==> src/rtl/ct_lsu_dcache_tagdirty_arb_if.sv <==
// Tag/dirty array write-port bundle: three requesters (linefill, snoop, set&way) plus the array write side.
// Latency: none (signal bundle only).
// Backpressure: requesters hold req and payload until their grnt; stall blocks all grants.
interface ct_lsu_dcache_tagdirty_arb_if;
   logic        dcache_arb_stall;
   logic        rfl_req;
   logic        rfl_grnt;
   logic [8:0]  rfl_idx;
   logic [51:0] rfl_tag_din;
   logic [1:0]  rfl_tag_wen;
   logic [6:0]  rfl_dirty_din;
   logic [6:0]  rfl_dirty_wen;
   logic        snq_req;
   logic        snq_grnt;
   logic [8:0]  snq_idx;
   logic [6:0]  snq_dirty_din;
   logic [6:0]  snq_dirty_wen;
   logic        icc_req;
   logic        icc_grnt;
   logic [8:0]  icc_idx;
   logic [6:0]  icc_dirty_din;
   logic [6:0]  icc_dirty_wen;
   logic [8:0]  dcache_idx;
   logic        dcache_tag_gwen;
   logic [1:0]  dcache_tag_wen;
   logic [51:0] dcache_tag_din;
   logic        dcache_dirty_gwen;
   logic [6:0]  dcache_dirty_wen;
   logic [6:0]  dcache_dirty_din;
   logic        dcache_sw_inst;

   // arbiter side
   modport slave (
      input  dcache_arb_stall,
      input  rfl_req, rfl_idx, rfl_tag_din, rfl_tag_wen, rfl_dirty_din, rfl_dirty_wen,
      output rfl_grnt,
      input  snq_req, snq_idx, snq_dirty_din, snq_dirty_wen,
      output snq_grnt,
      input  icc_req, icc_idx, icc_dirty_din, icc_dirty_wen,
      output icc_grnt,
      output dcache_idx, dcache_tag_gwen, dcache_tag_wen, dcache_tag_din,
      output dcache_dirty_gwen, dcache_dirty_wen, dcache_dirty_din, dcache_sw_inst
   );

   // requester / environment side
   modport master (
      output dcache_arb_stall,
      output rfl_req, rfl_idx, rfl_tag_din, rfl_tag_wen, rfl_dirty_din, rfl_dirty_wen,
      input  rfl_grnt,
      output snq_req, snq_idx, snq_dirty_din, snq_dirty_wen,
      input  snq_grnt,
      output icc_req, icc_idx, icc_dirty_din, icc_dirty_wen,
      input  icc_grnt,
      input  dcache_idx, dcache_tag_gwen, dcache_tag_wen, dcache_tag_din,
      input  dcache_dirty_gwen, dcache_dirty_wen, dcache_dirty_din, dcache_sw_inst
   );
endinterface

==> src/rtl/ct_lsu_dcache_tagdirty_arb.sv <==
// Arbitrates linefill / snoop / set&way writes onto the dcache tag+dirty arrays (optional starvation promotion: LSU_DCACHE_ARB_STARVE_EN).
// Latency: grant combinational in cycle N, registered single-cycle array write pulse in N+1.
// Backpressure: dcache_arb_stall or cpurst blocks every grant; a grant already given is always written.
module ct_lsu_dcache_tagdirty_arb #(
   parameter int unsigned STARVE_LIMIT = 8
) (
   input logic                       forever_cpuclk,
   input logic                       cpurst,
   ct_lsu_dcache_tagdirty_arb_if.slave arb
);

   typedef struct packed {
      logic [8:0]  idx;
      logic        tag_gwen;
      logic [1:0]  tag_wen;
      logic [51:0] tag_din;
      logic        dirty_gwen;
      logic [6:0]  dirty_wen;
      logic [6:0]  dirty_din;
      logic        sw_inst;
   } wr_t;

   // Counters are 4 bits wide and must be able to count at least twice before promotion.
   if (STARVE_LIMIT < 2 || STARVE_LIMIT > 15) begin : g_bad_starve_limit
      $error("STARVE_LIMIT out of range 2..15");
   end

   logic arb_ok;
   logic snq_win;
   logic rfl_win;
   logic icc_win;
   logic snq_grnt;
   logic rfl_grnt;
   logic icc_grnt;
   wr_t  wr_nxt;
   wr_t  wr_q;

   assign arb_ok = !arb.dcache_arb_stall && !cpurst;

`ifdef LSU_DCACHE_ARB_STARVE_EN
   localparam logic [3:0] LIMIT = 4'(STARVE_LIMIT);

   logic [3:0] snq_cnt;
   logic [3:0] rfl_cnt;
   logic [3:0] icc_cnt;
   logic       snq_starved;
   logic       rfl_starved;
   logic       icc_starved;

   // Waiting cycles only accrue while the array was actually available to someone.
   function automatic logic [3:0] cnt_nxt(input logic req, input logic grnt,
                                          input logic stall, input logic [3:0] cnt);
      logic [3:0] n;
      n = cnt;
      if (!req || grnt)
         n = 4'd0;
      else if (!stall && cnt != LIMIT)
         n = cnt + 4'd1;
      return n;
   endfunction

   assign snq_starved = arb.snq_req && (snq_cnt == LIMIT);
   assign rfl_starved = arb.rfl_req && (rfl_cnt == LIMIT);
   assign icc_starved = arb.icc_req && (icc_cnt == LIMIT);

   // Starved requesters pre-empt everyone else; base order snq > rfl > icc inside each class.
   always_comb begin
      snq_win = 1'b0;
      rfl_win = 1'b0;
      icc_win = 1'b0;
      if (snq_starved || rfl_starved || icc_starved) begin
         snq_win = snq_starved;
         rfl_win = rfl_starved && !snq_starved;
         icc_win = icc_starved && !snq_starved && !rfl_starved;
      end else begin
         snq_win = arb.snq_req;
         rfl_win = arb.rfl_req && !arb.snq_req;
         icc_win = arb.icc_req && !arb.snq_req && !arb.rfl_req;
      end
   end

   // Per-requester starvation counters.
   always_ff @(posedge forever_cpuclk or posedge cpurst) begin
      if (cpurst) begin
         snq_cnt <= 4'd0;
         rfl_cnt <= 4'd0;
         icc_cnt <= 4'd0;
      end else begin
         snq_cnt <= cnt_nxt(arb.snq_req, snq_grnt, arb.dcache_arb_stall, snq_cnt);
         rfl_cnt <= cnt_nxt(arb.rfl_req, rfl_grnt, arb.dcache_arb_stall, rfl_cnt);
         icc_cnt <= cnt_nxt(arb.icc_req, icc_grnt, arb.dcache_arb_stall, icc_cnt);
      end
   end
`else
   // Pure fixed priority snq > rfl > icc.
   always_comb begin
      snq_win = arb.snq_req;
      rfl_win = arb.rfl_req && !arb.snq_req;
      icc_win = arb.icc_req && !arb.snq_req && !arb.rfl_req;
   end
`endif

   assign snq_grnt = snq_win && arb_ok;
   assign rfl_grnt = rfl_win && arb_ok;
   assign icc_grnt = icc_win && arb_ok;

   assign arb.snq_grnt = snq_grnt;
   assign arb.rfl_grnt = rfl_grnt;
   assign arb.icc_grnt = icc_grnt;

   // Build next-cycle array write from the winner's payload; idle cycles write all zeros.
   always_comb begin
      wr_nxt = '0;
      if (rfl_grnt) begin
         wr_nxt.idx        = arb.rfl_idx;
         wr_nxt.tag_gwen   = 1'b1;
         wr_nxt.tag_wen    = arb.rfl_tag_wen;
         wr_nxt.tag_din    = arb.rfl_tag_din;
         wr_nxt.dirty_gwen = 1'b1;
         wr_nxt.dirty_wen  = arb.rfl_dirty_wen;
         wr_nxt.dirty_din  = arb.rfl_dirty_din;
      end else if (snq_grnt) begin
         wr_nxt.idx        = arb.snq_idx;
         wr_nxt.dirty_gwen = 1'b1;
         wr_nxt.dirty_wen  = arb.snq_dirty_wen;
         wr_nxt.dirty_din  = arb.snq_dirty_din;
      end else if (icc_grnt) begin
         wr_nxt.idx        = arb.icc_idx;
         wr_nxt.dirty_gwen = 1'b1;
         wr_nxt.dirty_wen  = arb.icc_dirty_wen;
         wr_nxt.dirty_din  = arb.icc_dirty_din;
         wr_nxt.sw_inst    = 1'b1;
      end
   end

   // Registered write pulse; stall does not gate it so an issued grant is never lost.
   always_ff @(posedge forever_cpuclk or posedge cpurst) begin
      if (cpurst)
         wr_q <= '0;
      else
         wr_q <= wr_nxt;
   end

   assign arb.dcache_idx        = wr_q.idx;
   assign arb.dcache_tag_gwen   = wr_q.tag_gwen;
   assign arb.dcache_tag_wen    = wr_q.tag_wen;
   assign arb.dcache_tag_din    = wr_q.tag_din;
   assign arb.dcache_dirty_gwen = wr_q.dirty_gwen;
   assign arb.dcache_dirty_wen  = wr_q.dirty_wen;
   assign arb.dcache_dirty_din  = wr_q.dirty_din;
   assign arb.dcache_sw_inst    = wr_q.sw_inst;

endmodule
==> src/flat_wrapper.sv <==
// flat-port wrapper written by rule: the top's interface ports become plain ports
module ct_lsu_dcache_tagdirty_arb_flat 
#(
   parameter int unsigned STARVE_LIMIT = 8
)
  (forever_cpuclk, cpurst, arb_dcache_arb_stall, arb_rfl_req, arb_rfl_idx, arb_rfl_tag_din, arb_rfl_tag_wen, arb_rfl_dirty_din, arb_rfl_dirty_wen, arb_rfl_grnt, arb_snq_req, arb_snq_idx, arb_snq_dirty_din, arb_snq_dirty_wen, arb_snq_grnt, arb_icc_req, arb_icc_idx, arb_icc_dirty_din, arb_icc_dirty_wen, arb_icc_grnt, arb_dcache_idx, arb_dcache_tag_gwen, arb_dcache_tag_wen, arb_dcache_tag_din, arb_dcache_dirty_gwen, arb_dcache_dirty_wen, arb_dcache_dirty_din, arb_dcache_sw_inst);
  ct_lsu_dcache_tagdirty_arb_if arb_i ();
  input logic forever_cpuclk;
  input logic cpurst;
  input wire logic [$bits(arb_i.dcache_arb_stall)-1:0] arb_dcache_arb_stall;
  input wire logic [$bits(arb_i.rfl_req)-1:0] arb_rfl_req;
  input wire logic [$bits(arb_i.rfl_idx)-1:0] arb_rfl_idx;
  input wire logic [$bits(arb_i.rfl_tag_din)-1:0] arb_rfl_tag_din;
  input wire logic [$bits(arb_i.rfl_tag_wen)-1:0] arb_rfl_tag_wen;
  input wire logic [$bits(arb_i.rfl_dirty_din)-1:0] arb_rfl_dirty_din;
  input wire logic [$bits(arb_i.rfl_dirty_wen)-1:0] arb_rfl_dirty_wen;
  output wire logic [$bits(arb_i.rfl_grnt)-1:0] arb_rfl_grnt;
  input wire logic [$bits(arb_i.snq_req)-1:0] arb_snq_req;
  input wire logic [$bits(arb_i.snq_idx)-1:0] arb_snq_idx;
  input wire logic [$bits(arb_i.snq_dirty_din)-1:0] arb_snq_dirty_din;
  input wire logic [$bits(arb_i.snq_dirty_wen)-1:0] arb_snq_dirty_wen;
  output wire logic [$bits(arb_i.snq_grnt)-1:0] arb_snq_grnt;
  input wire logic [$bits(arb_i.icc_req)-1:0] arb_icc_req;
  input wire logic [$bits(arb_i.icc_idx)-1:0] arb_icc_idx;
  input wire logic [$bits(arb_i.icc_dirty_din)-1:0] arb_icc_dirty_din;
  input wire logic [$bits(arb_i.icc_dirty_wen)-1:0] arb_icc_dirty_wen;
  output wire logic [$bits(arb_i.icc_grnt)-1:0] arb_icc_grnt;
  output wire logic [$bits(arb_i.dcache_idx)-1:0] arb_dcache_idx;
  output wire logic [$bits(arb_i.dcache_tag_gwen)-1:0] arb_dcache_tag_gwen;
  output wire logic [$bits(arb_i.dcache_tag_wen)-1:0] arb_dcache_tag_wen;
  output wire logic [$bits(arb_i.dcache_tag_din)-1:0] arb_dcache_tag_din;
  output wire logic [$bits(arb_i.dcache_dirty_gwen)-1:0] arb_dcache_dirty_gwen;
  output wire logic [$bits(arb_i.dcache_dirty_wen)-1:0] arb_dcache_dirty_wen;
  output wire logic [$bits(arb_i.dcache_dirty_din)-1:0] arb_dcache_dirty_din;
  output wire logic [$bits(arb_i.dcache_sw_inst)-1:0] arb_dcache_sw_inst;
  assign arb_i.dcache_arb_stall = arb_dcache_arb_stall;
  assign arb_i.rfl_req = arb_rfl_req;
  assign arb_i.rfl_idx = arb_rfl_idx;
  assign arb_i.rfl_tag_din = arb_rfl_tag_din;
  assign arb_i.rfl_tag_wen = arb_rfl_tag_wen;
  assign arb_i.rfl_dirty_din = arb_rfl_dirty_din;
  assign arb_i.rfl_dirty_wen = arb_rfl_dirty_wen;
  assign arb_rfl_grnt = arb_i.rfl_grnt;
  assign arb_i.snq_req = arb_snq_req;
  assign arb_i.snq_idx = arb_snq_idx;
  assign arb_i.snq_dirty_din = arb_snq_dirty_din;
  assign arb_i.snq_dirty_wen = arb_snq_dirty_wen;
  assign arb_snq_grnt = arb_i.snq_grnt;
  assign arb_i.icc_req = arb_icc_req;
  assign arb_i.icc_idx = arb_icc_idx;
  assign arb_i.icc_dirty_din = arb_icc_dirty_din;
  assign arb_i.icc_dirty_wen = arb_icc_dirty_wen;
  assign arb_icc_grnt = arb_i.icc_grnt;
  assign arb_dcache_idx = arb_i.dcache_idx;
  assign arb_dcache_tag_gwen = arb_i.dcache_tag_gwen;
  assign arb_dcache_tag_wen = arb_i.dcache_tag_wen;
  assign arb_dcache_tag_din = arb_i.dcache_tag_din;
  assign arb_dcache_dirty_gwen = arb_i.dcache_dirty_gwen;
  assign arb_dcache_dirty_wen = arb_i.dcache_dirty_wen;
  assign arb_dcache_dirty_din = arb_i.dcache_dirty_din;
  assign arb_dcache_sw_inst = arb_i.dcache_sw_inst;
  ct_lsu_dcache_tagdirty_arb #(.STARVE_LIMIT(STARVE_LIMIT)) u_core (.forever_cpuclk(forever_cpuclk), .cpurst(cpurst), .arb(arb_i));
endmodule
==> config.mk <==
export PLATFORM = sky130hd
export DESIGN_NAME = ct_lsu_dcache_tagdirty_arb_flat
export DESIGN_NICKNAME = d
export VERILOG_FILES = /design/src/rtl/ct_lsu_dcache_tagdirty_arb_if.sv /design/src/rtl/ct_lsu_dcache_tagdirty_arb.sv /design/src/flat_wrapper.sv
export SDC_FILE = /design/constraint.sdc
export NUM_CORES = 1
export LEC_CHECK = 0
export CORE_ASPECT_RATIO = 1.4
export CORE_MARGIN = 2
export CORE_UTILIZATION = 25
export CTS_CLUSTER_DIAMETER = 60
export DETAILED_ROUTE_END_ITERATION = 10
export SLEW_MARGIN = 5
export SYNTH_ARGS = -nofsm -noshare
export SYNTH_HDL_FRONTEND = slang
export SYNTH_SLANG_ARGS = --single-unit
==> constraint.sdc <==
create_clock -name forever_cpuclk -period 3.8 [get_ports forever_cpuclk]
set_clock_uncertainty 0.2 [all_clocks]
set_input_delay 0.76 -clock forever_cpuclk [delete_from_list [all_inputs] [get_ports forever_cpuclk]]
set_output_delay 0.76 -clock forever_cpuclk [all_outputs]
set_load 0.02 [all_outputs]
==> impl_metrics.env <==
export IMPL_numPortBuffers=211
export IMPL_cp_startpoint="arb_snq_req"
export IMPL_ys_seq_elements=80
export IMPL_root_buffer="clkbuf_16"
export IMPL_synth_simple_area_share_pct=16.84
export IMPL_yosys_warnings=0
export IMPL_min_delay_worst_endpoint="u_core.arb.dcache_tag_din[33]$_DFF_PP0_"
export IMPL_synth_top_family_by_area="simple AND/OR/NAND/NOR gates"
export IMPL_vias=2542
export IMPL_grtUsageTotal_pct=14.58
export IMPL_min_path_type="in2reg"
export IMPL_crit_path_max_fanout=4
export IMPL_p_leak_nw=2.402
export IMPL_power_per_cell_area_nw_per_um2=386.0
export IMPL_maxSlewViolCount=0
export IMPL_grt_ovfl_total=0
export IMPL_cp_arrival_ns=2.54
export IMPL_drt_iter0_drc=56
export IMPL_drive_above_1_share_pct=5.830
export IMPL_dr_pass1_iters=4
export IMPL_finalSetupViolCount=0
export IMPL_std_cell_rows=46
export IMPL_relSlewSlack_pct=69.91
export IMPL_wl_per_cell_um=15.53
export IMPL_cts_resized=0
export IMPL_antennaDiodeCount=0
export IMPL_core_region_area_um2=11400
export IMPL_cp_start_kind="input port"
export IMPL_ant_nets=0
export IMPL_postLayoutCoreUtil_pct=48.52
export IMPL_die_h_um=132.2
export IMPL_path_class="in2out"
export IMPL_netlist_area_leader_share_pct=68.23
export IMPL_synth_avg_cell_area_um2=12.81
export IMPL_hold_depth=2
export IMPL_die_area_um2=12630
export IMPL_yosys_area_top_type="dfrtp_1"
export IMPL_finalNetCount=571
export IMPL_grt_max_degree=81
export IMPL_cts_setup_buffers=0
export IMPL_areaGrowthSynthToFinish_pct=88.44
export IMPL_setup_tns_ns=0
export IMPL_cts_max_level=3
export IMPL_gp_congestion=0.7818
export IMPL_layout_cells_non_filler=590
export IMPL_remaining_drc_errors=0
export IMPL_finalCritPeriodShare_pct=92.14
export IMPL_ys_types=17
export IMPL_cts_path_max_buffers=2
export IMPL_die_width_um=95.56
export IMPL_synth_async_reset_ratio_pct=100.0
export IMPL_clkSinkCount=80
export IMPL_hpwlAfterDp_um=6922
export IMPL_cts_buffers=9
export IMPL_cts_tree="done"
export IMPL_synthMuxAreaShare_pct=0
export IMPL_syn_nets=358
export IMPL_antenna_found_initial=0
export IMPL_fmax_mhz=285.6
export IMPL_routed_wl_um=9162
export IMPL_synth_xor_area_share_pct=0
export IMPL_via_per_inst=4.308
export IMPL_syn_inst=229
export IMPL_grt_setup_unrepaired="false"
export IMPL_hold_viol=0
export IMPL_synth_edf_count=0
export IMPL_synth_commonest_cells="dfrtp_1 (80), and2_1 (56), a21oi_1 (23), a32oi_1 (23), nor2_1 (23)"
export IMPL_yosys_top_cells_area="dfrtp_1 (68%), and2_1 (12%), a32oi_1 (6.9%)"
export IMPL_status="complete, no violations"
export IMPL_post_synth_top_count_cell="dfrtp_1"
export IMPL_cts_clk_slew_worst_paths_ns=0.06
export IMPL_period_minus_slack_ns=3.501
export IMPL_dp_cells=575
export IMPL_worst_slew_pin_slew_ns=0.4513
export IMPL_drv_cap=0
export IMPL_grt_pass1_wl_um=13630
export IMPL_start_util_pct=25.75
export IMPL_yosysSeqAreaShare_pct=68.23
export IMPL_hold_start="arb_rfl_tag_din[33]"
export IMPL_synth_top_flop_cell="dfrtp_1"
export IMPL_pin_count=212
export IMPL_total_power_mw=2.134
export IMPL_netlist_area_um2=2934
export IMPL_synthAdderAreaFrac_pct=0
export IMPL_synth_compound_area_share_pct=10.79
export IMPL_grt_pass1_vias=2624
export IMPL_cp_required_ns=2.84
export IMPL_ir_worst_vdd_v=0.0002378
export IMPL_end_kind="primary output"
export IMPL_hold_buffers=0
## sequential cells by signal, summed over array words and instances, names as in the netlist
name and count:
u_core.arb.dcache_dirty_wen 7, u_core.arb.dcache_tag_gwen 1, u_core.arb.dcache_idx 9, u_core.arb.dcache_tag_wen 2
u_core.arb.dcache_tag_din 52, u_core.arb.dcache_dirty_gwen 1, u_core.arb.dcache_sw_inst 1, u_core.arb.dcache_dirty_din 7
## placed cells by master (no fill, tap or decap), drive strengths merged
master	instances
a21oi	23
a32oi	23
and2	56
buf	8
bufinv	3
clkbuf	12
clkdlybuf4s50	211
clkinv	1
dfrtp	80
inv	1
nor2	23
nor3	2
nor3b	1
nor4	1
or4b	1
## routing by layer
layer | vias to the layer above | global-route usage [%] | share of wire [%]
met3 | 26 | 4.059 | 9.0
met4 | 0 | 10.16 | 4.8
met2 | 141 | 24.94 | 51
met1 | 1176 | 14.89 | 36
li1 | 1199 | - | -
met5 | - | 0 | 0
## area by class of cell
class / instances / area [um^2]
clock buffer: 12 / 246.5
clock inverter: 3 / 90.09
fill: 1076 / 5867
inverter: 2 / 8.758
multi-input combinational: 130 / 817.0
sequential: 80 / 2002
tap: 144 / 180.2
timing repair buffer: 219 / 2185
## worst max-delay path by stage
stage	cells after the start	slack (ns)	to
2_1_floorplan	1	0.79	u_core.arb.dcache_dirty_din[0]$_DFF_PP0_
3_3_place_gp	4	0.29	arb_rfl_grnt
3_5_place_dp	4	0.27	arb_rfl_grnt
4_1_cts	4	0.27	arb_rfl_grnt
5_1_grt	4	0.23	arb_rfl_grnt
6_report	4	0.30	arb_rfl_grnt
## where the power goes
group / total (mW) / leakage [nW] / switching, mW / internal (mW)
clock: 0.967 / 0.163 / 0.311 / 0.656
sequential: 0.882 / 1.10 / 0.00578 / 0.876
combinational: 0.286 / 1.14 / 0.109 / 0.177
total: 2.13 / 2.40 / 0.426 / 1.71
## stage by stage
step | cell area (um^2) | hold slack, ns | setup slack (ns)
global route | 5529 | 0.7788 | 0.2337
detailed placement | 5192 | 1.124 | 0.2713
floorplan | 2934 | 0.6308 | 0.7883
global placement | 5192 | 1.121 | 0.2946
finish | 5529 | 0.7815 | 0.2988
CTS | 5529 | 0.7648 | 0.2742
## critical path, cell delays in order
cell and delay (ns):
clkdlybuf4s50_1 0.50, or4b_4 0.58, inv_2 0.08, clkdlybuf4s50_1 0.62
## cells by family after synthesis
logic type / count (synthesis)
flip-flops: 80
AO/OA/AOI/OAI: 46
buffers and inverters: 19
AND/OR/NAND/NOR: 84
Note: power is estimated with default switching activity, not from simulation.
